--- src/rtl/median_ctrl_pkg.sv ---
// Shared definitions for the median-filter control slice: frame geometry,
// FSM state encodings, window step values and the registered-state strobe bundle.
package median_ctrl_pkg;

    localparam int LENGTH = 480;
    localparam int WIDTH  = 640;

    localparam int STEP_W  = 3;
    localparam int WAIT_W  = 2;
    localparam int FSTEP_W = 2;

    localparam logic [2:0] S_IDLE   = 3'd0;
    localparam logic [2:0] S_ADDR   = 3'd1;
    localparam logic [2:0] S_WAIT   = 3'd2;
    localparam logic [2:0] S_IMG    = 3'd3;
    localparam logic [2:0] S_FILT   = 3'd4;
    localparam logic [2:0] S_EMIT   = 3'd5;
    localparam logic [2:0] S_FINISH = 3'd6;

    // Window address/register pair selects; 0 leaves the datapath untouched.
    localparam logic [STEP_W-1:0] STEP_NOP   = 3'd0;
    localparam logic [STEP_W-1:0] STEP_FIRST = 3'd1;
    localparam logic [STEP_W-1:0] STEP_LAST  = 3'd5;

    typedef struct packed {
        logic               ld_addr;
        logic [STEP_W-1:0]  sel_addr;
        logic               ld_image;
        logic [STEP_W-1:0]  sel_image;
        logic               ld_filter;
        logic [FSTEP_W-1:0] sel_filter;
        logic               done;
        logic               busy;
        logic               frame_done;
    } strobes_t;

    function automatic int cnt_width(input int n);
        return (n > 1) ? $clog2(n) : 1;
    endfunction

endpackage

--- src/rtl/median_step_cnt.sv ---
// Generic up-counter with synchronous clear and a terminal-count flag.
module median_step_cnt
    import median_ctrl_pkg::*;
#(
    parameter int W        = 2,
    parameter int TERMINAL = 0
) (
    input  logic         clk,
    input  logic         rst,
    input  logic         clr,
    input  logic         en,
    output logic [W-1:0] cnt,
    output logic         tc
);

    localparam logic [W-1:0] TC_VAL = W'(TERMINAL);

    always_ff @(posedge clk or posedge rst) begin
        if (rst) begin
            cnt <= '0;
        end else if (clr) begin
            cnt <= '0;
        end else if (en) begin
            cnt <= cnt + W'(1);
        end
    end

    assign tc = (cnt == TC_VAL);

endmodule

--- src/rtl/median_ctrl.sv ---
// Sequencing FSM for the median-filter datapath: 3x3 window fetch, comparator
// stepping, per-pixel done/pix_valid handshake and frame start/finish control.
module median_ctrl
    import median_ctrl_pkg::*;
#(
    parameter int NUM_PIXELS   = WIDTH * LENGTH,
    parameter int RAM_LAT      = 2,
    parameter int FILTER_STEPS = 4
) (
    input  logic       clk,
    input  logic       rst,
    input  logic       start,
    input  logic       out_ready,
    output logic       ldAddr,
    output logic [2:0] selAddr,
    output logic       ldImage,
    output logic [2:0] selImage,
    output logic       ldFilter,
    output logic [1:0] selFilter,
    output logic       done,
    output logic       pix_valid,
    output logic       busy,
    output logic       frame_done
);

    localparam int PIX_W = cnt_width(NUM_PIXELS);

    logic [2:0]         state, state_nxt;
    logic [STEP_W-1:0]  step, step_nxt;
    logic [WAIT_W-1:0]  wait_cnt;
    logic [FSTEP_W-1:0] fstep;
    logic [PIX_W-1:0]   pix_cnt;
    logic               wait_tc, fstep_tc, pix_tc;
    logic               emit_fire;
    strobes_t           strb;

    assign emit_fire = (state == S_EMIT) && out_ready;

    // Counters hold at their terminal value rather than wrapping; each is
    // cleared whenever its owning state is left.
    median_step_cnt #(
        .W        (WAIT_W),
        .TERMINAL (RAM_LAT - 1)
    ) u_wait_cnt (
        .clk (clk),
        .rst (rst),
        .clr (state != S_WAIT),
        .en  ((state == S_WAIT) && !wait_tc),
        .cnt (wait_cnt),
        .tc  (wait_tc)
    );

    median_step_cnt #(
        .W        (FSTEP_W),
        .TERMINAL (FILTER_STEPS - 1)
    ) u_fstep_cnt (
        .clk (clk),
        .rst (rst),
        .clr (state != S_FILT),
        .en  ((state == S_FILT) && !fstep_tc),
        .cnt (fstep),
        .tc  (fstep_tc)
    );

    median_step_cnt #(
        .W        (PIX_W),
        .TERMINAL (NUM_PIXELS - 1)
    ) u_pix_cnt (
        .clk (clk),
        .rst (rst),
        .clr (state == S_IDLE),
        .en  (emit_fire && !pix_tc),
        .cnt (pix_cnt),
        .tc  (pix_tc)
    );

    logic unused_cnt_bits;
    assign unused_cnt_bits = ^{wait_cnt, pix_cnt};

    always_comb begin
        state_nxt = state;
        step_nxt  = step;
        case (state)
            S_IDLE: begin
                if (start) begin
                    state_nxt = S_ADDR;
                    step_nxt  = STEP_FIRST;
                end
            end
            S_ADDR:   state_nxt = S_WAIT;
            S_WAIT: begin
                if (wait_tc) state_nxt = S_IMG;
            end
            S_IMG: begin
                if (step == STEP_LAST) begin
                    state_nxt = S_FILT;
                end else begin
                    state_nxt = S_ADDR;
                    step_nxt  = step + 3'd1;
                end
            end
            S_FILT: begin
                if (fstep_tc) state_nxt = S_EMIT;
            end
            S_EMIT: begin
                if (out_ready) begin
                    if (pix_tc) begin
                        state_nxt = S_FINISH;
                    end else begin
                        state_nxt = S_ADDR;
                        step_nxt  = STEP_FIRST;
                    end
                end
            end
            S_FINISH: state_nxt = S_IDLE;
            default:  state_nxt = S_IDLE;
        endcase
    end

    always_ff @(posedge clk or posedge rst) begin
        if (rst) begin
            state <= S_IDLE;
            step  <= STEP_NOP;
        end else begin
            state <= state_nxt;
            step  <= step_nxt;
        end
    end

    // Strobes decode the registered state only; done additionally qualifies
    // on out_ready so the writer handshake completes in the EMIT cycle itself.
    always_comb begin
        strb            = '0;
        strb.busy       = (state != S_IDLE);
        strb.ld_addr    = (state == S_ADDR);
        strb.sel_addr   = (state == S_ADDR) ? step : STEP_NOP;
        strb.ld_image   = (state == S_IMG);
        strb.sel_image  = (state == S_IMG) ? step : STEP_NOP;
        strb.ld_filter  = (state == S_FILT);
        strb.sel_filter = (state == S_FILT) ? fstep : '0;
        strb.done       = emit_fire;
        strb.frame_done = (state == S_FINISH);
    end

    assign ldAddr     = strb.ld_addr;
    assign selAddr    = strb.sel_addr;
    assign ldImage    = strb.ld_image;
    assign selImage   = strb.sel_image;
    assign ldFilter   = strb.ld_filter;
    assign selFilter  = strb.sel_filter;
    assign done       = strb.done;
    assign pix_valid  = strb.done;
    assign busy       = strb.busy;
    assign frame_done = strb.frame_done;

endmodule

--- config.mk ---
export PLATFORM = sky130hd
export DESIGN_NAME = median_ctrl
export DESIGN_NICKNAME = d
export VERILOG_FILES = /design/src/rtl/median_ctrl_pkg.sv /design/src/rtl/median_step_cnt.sv /design/src/rtl/median_ctrl.sv
export SDC_FILE = /design/constraint.sdc
export NUM_CORES = 1
export LEC_CHECK = 0
export CAP_MARGIN = 10
export CORE_UTILIZATION = 40
export CTS_BUF_LIST = sky130_fd_sc_hd__clkbuf_8 sky130_fd_sc_hd__clkbuf_16
export DETAILED_ROUTE_END_ITERATION = 6
export GPL_TIMING_DRIVEN = 1
export MAX_ROUTING_LAYER = met4
export PLACE_DENSITY = 0.65
export SLEW_MARGIN = 20
export SYNTH_ARGS = -nofsm -noshare
export SYNTH_HDL_FRONTEND = slang
export SYNTH_SLANG_ARGS = --single-unit
export TNS_END_PERCENT = 30
--- constraint.sdc ---
create_clock -name clk -period 1.82 [get_ports clk]
set_input_delay 0.364 -clock clk [delete_from_list [all_inputs] [get_ports clk]]
set_output_delay 0.364 -clock clk [all_outputs]
set_load 0.01 [all_outputs]
==> impl_metrics.ini <==
[synth]
syn_area_per_cell_um2 = 9.17
synth-seq-area-share_pct = 39.0
synth-seq-cells = 29
synthCells = 203
synth.distinct_cells = 48
synth_edf_count = 0
synthFlopType = dfrtp_1
syn_nets = 212
ys_async_sr_fraction_pct = 100
synth_warnings = 0
netlist_area_um2 = 1860

[flow_run]
max_cap_violations = 0

[clock_tree]
holdBufCountCts = 0
clock-root-buffer = clkbuf_8
clk_pin_slew_ns = 0.06
cts_buffers = 5
cts.sinks = 29
cts_buffer_depth = 2
tritoncts = done
htree_levels = 2
clock_latency_ns = 0.28

[setup_path]
cp-start-kind = register
crit_fanout = 7
path_cells = buf_4, nand2b_4, nor2_4, and2_1, dlygate4sd2_1
path_buf_inv = 2
crit_type = register to output pin
cp_top_family = flip-flops
critPathCaptureType = output pin
cp.required_ns = 1.46
r2r_slack_ns = 0.06
slowest_delay_ns = 0.45
slowest_stage = dfrtp_2
arrival_ns = 1.42

[pwr]
power_mw = 2.31
p_sw_uw = 849
pwr-share-comb_pct = 43.6
internal_power_mw = 1.46
p_clk_share_pct = 21.1
p_leak_nw = 1.11
switching_share_pct = 36.8
power_frac_seq_pct = 35.3
ir_drop_uv = 517
p_per_area_nw_per_um2 = 975

[detailed_routing]
via_per_inst = 5.38
detail_route.first_pass.iterations = 4
wirelength_mm = 4.19
avgRoutedWirePerCell_um = 13.9
drc_errors = 0
drt-initial-drc-count = 86
antenna_left = 0
vias = 1626

[place]
dpl_cell_area_um2 = 2230
preCtsSetupSlack_ns = -0.318
portBuffers = 18
gp_congestion = 0.829
hpwlAfterDp_mm = 3.02
post-place-cells = 289

[layout]
fin_cells = 302
syn_to_final_growth_pct = 27.1
fill_cells = 422
utilization_pct = 53.6
drive_gt1_share_pct = 27.2
final_common_cell = buf_4
diodes = 0
mostFrequentLayoutCells = 31 x buf_4, 27 x dfrtp_1, 20 x nand2_1, 12 x mux2i_1, 11 x a21oi_1
fin_area_um2 = 2370
nets = 258

[global_route]
antenna_found_initial = 0
grt_pass1_wl_mm = 7.31
grt_pass1_vias = 1488
track_usage_pct = 19.6
grt_max_degree = 30
grt_overflow = 0

[die]
core_um2 = 4410
row_count = 24
die_h_um = 70.2
die_x_um = 70.2
dieArea_um2 = 4930
io_pins = 19
start_util_pct = 42.2

[timing]
grt_setup_unrepaired = true
finalCriticalPeriod_ns = 1.79
maxSlewHeadroom_pct = 73.6
holdWs_ns = 0.461
slew_violations = 0
finalCritPeriodShare_pct = 98.1
finalSetupViolations = 0
max_freq_mhz = 560
finalSetupTns_ns = 0
fin_skew_ns = 0.00572
tightest_slew_ns = 0.392
hold_violations = 0
worst_slack_ns = 0.0341

[outcome]
outcome = finished clean

[worst_hold_path]
hold_class = primary input to asynchronous set/reset pin
-- kinds of logic (layout without fill, tap and decap cells) --
kind of cell	after synthesis	in the layout	synth area share, %
buffers and inverters	19	66	5.78
adders and majority gates	5	5	3.36
muxes	12	12	6.45
xor gates and xnor gates	2	2	0.941
AOI/OAI and AO/OA	44	44	15.3
DFF	29	29	39.0
and+or+nand+nor	92	92	29.2
-- Yosys cell counts (2+ instances only) --
cell / n / area share (%)
nand4_1: 4 / 1.3
a21oi_1: 14 / 3.8
a211oi_1: 7 / 2.8
nand3_1: 9 / 2.4
and3b_1: 2 / 0.94
o21ai_0: 6 / 1.6
ha_1: 5 / 3.4
dfrtp_1: 29 / 39
nand2b_1: 9 / 3.0
and2_1: 9 / 3.0
o211ai_1: 4 / 1.6
a31oi_1: 3 / 1.0
buf_4: 2 / 0.81
xor2_1: 2 / 0.94
nor3_1: 6 / 1.6
nor2_1: 10 / 2.0
inv_1: 7 / 1.4
o31ai_1: 2 / 0.81
nand2_1: 21 / 4.2
clkbuf_1: 2 / 0.40
nand3b_1: 3 / 1.2
or4_1: 5 / 2.0
buf_2: 5 / 1.3
and4_2: 2 / 1.1
mux2i_1: 12 / 6.5
-- worst min-delay path: stages --
cell and delay (ns):
clkdlybuf4s50_1 0.40, inv_1 0.05, buf_4 0.34
-- worst paths after layout --
check / start / end / depth (start not counted)
min in group clk: u_pix_cnt.cnt[5] / u_pix_cnt.cnt[5] / 1
setup / recovery: state[0] / selAddr[2] / 5
hold reg to reg: u_pix_cnt.cnt[5] / u_pix_cnt.cnt[5] / 1
max in group asynchronous: rst / state[1] / 3
hold / removal: rst / step[1] / 3
setup reg to reg: state[0] / u_pix_cnt.cnt[14] / 7
-- power by group through the flow --
stage	registers, mW	logic, mW	clock network, mW
CTS	0.811	0.996	0.512
floorplan	0.765	0.606	0
global placement	0.818	0.918	0
finish	0.814	1.01	0.486
detailed placement	0.823	0.932	0
global route	0.828	1.12	0.538
-- state kept, by name, indices dropped and copies added (netlist names) --
signal and count:
u_pix_cnt.cnt 19, state 3, step 3, u_fstep_cnt.cnt 2, u_wait_cnt.cnt 2
-- final cells by class --
| type | count | area, um^2 | area share (%) |
|---|---|---|---|
| Clock buffer | 5 | 68.8 | 2.91 |
| Clock inverter | 3 | 11.3 | 0.476 |
| Inverter | 8 | 30.0 | 1.27 |
| Multi-Input combinational cell | 155 | 1070 | 45.3 |
| Sequential cell | 29 | 728 | 30.8 |
| Tap cell | 52 | 65.1 | 2.75 |
| Timing Repair Buffer | 50 | 390 | 16.5 |
-- what timing repair did --
item | 4_1_cts | 5_1_grt
endpoints found under the setup margin | 15 | 18
buffers inserted | 5 | 0
gates resized for setup | 25 | 20
-- per-layer routing --
metal	global-route usage (%)	part of all wire, %	routed length (um)
met3	4.76	2.6	107
met1	27.0	50	2110
met2	27.3	46	1910
met4	8.67	1.5	64
met5	-	0	0
(Power assumes the default switching activity.)
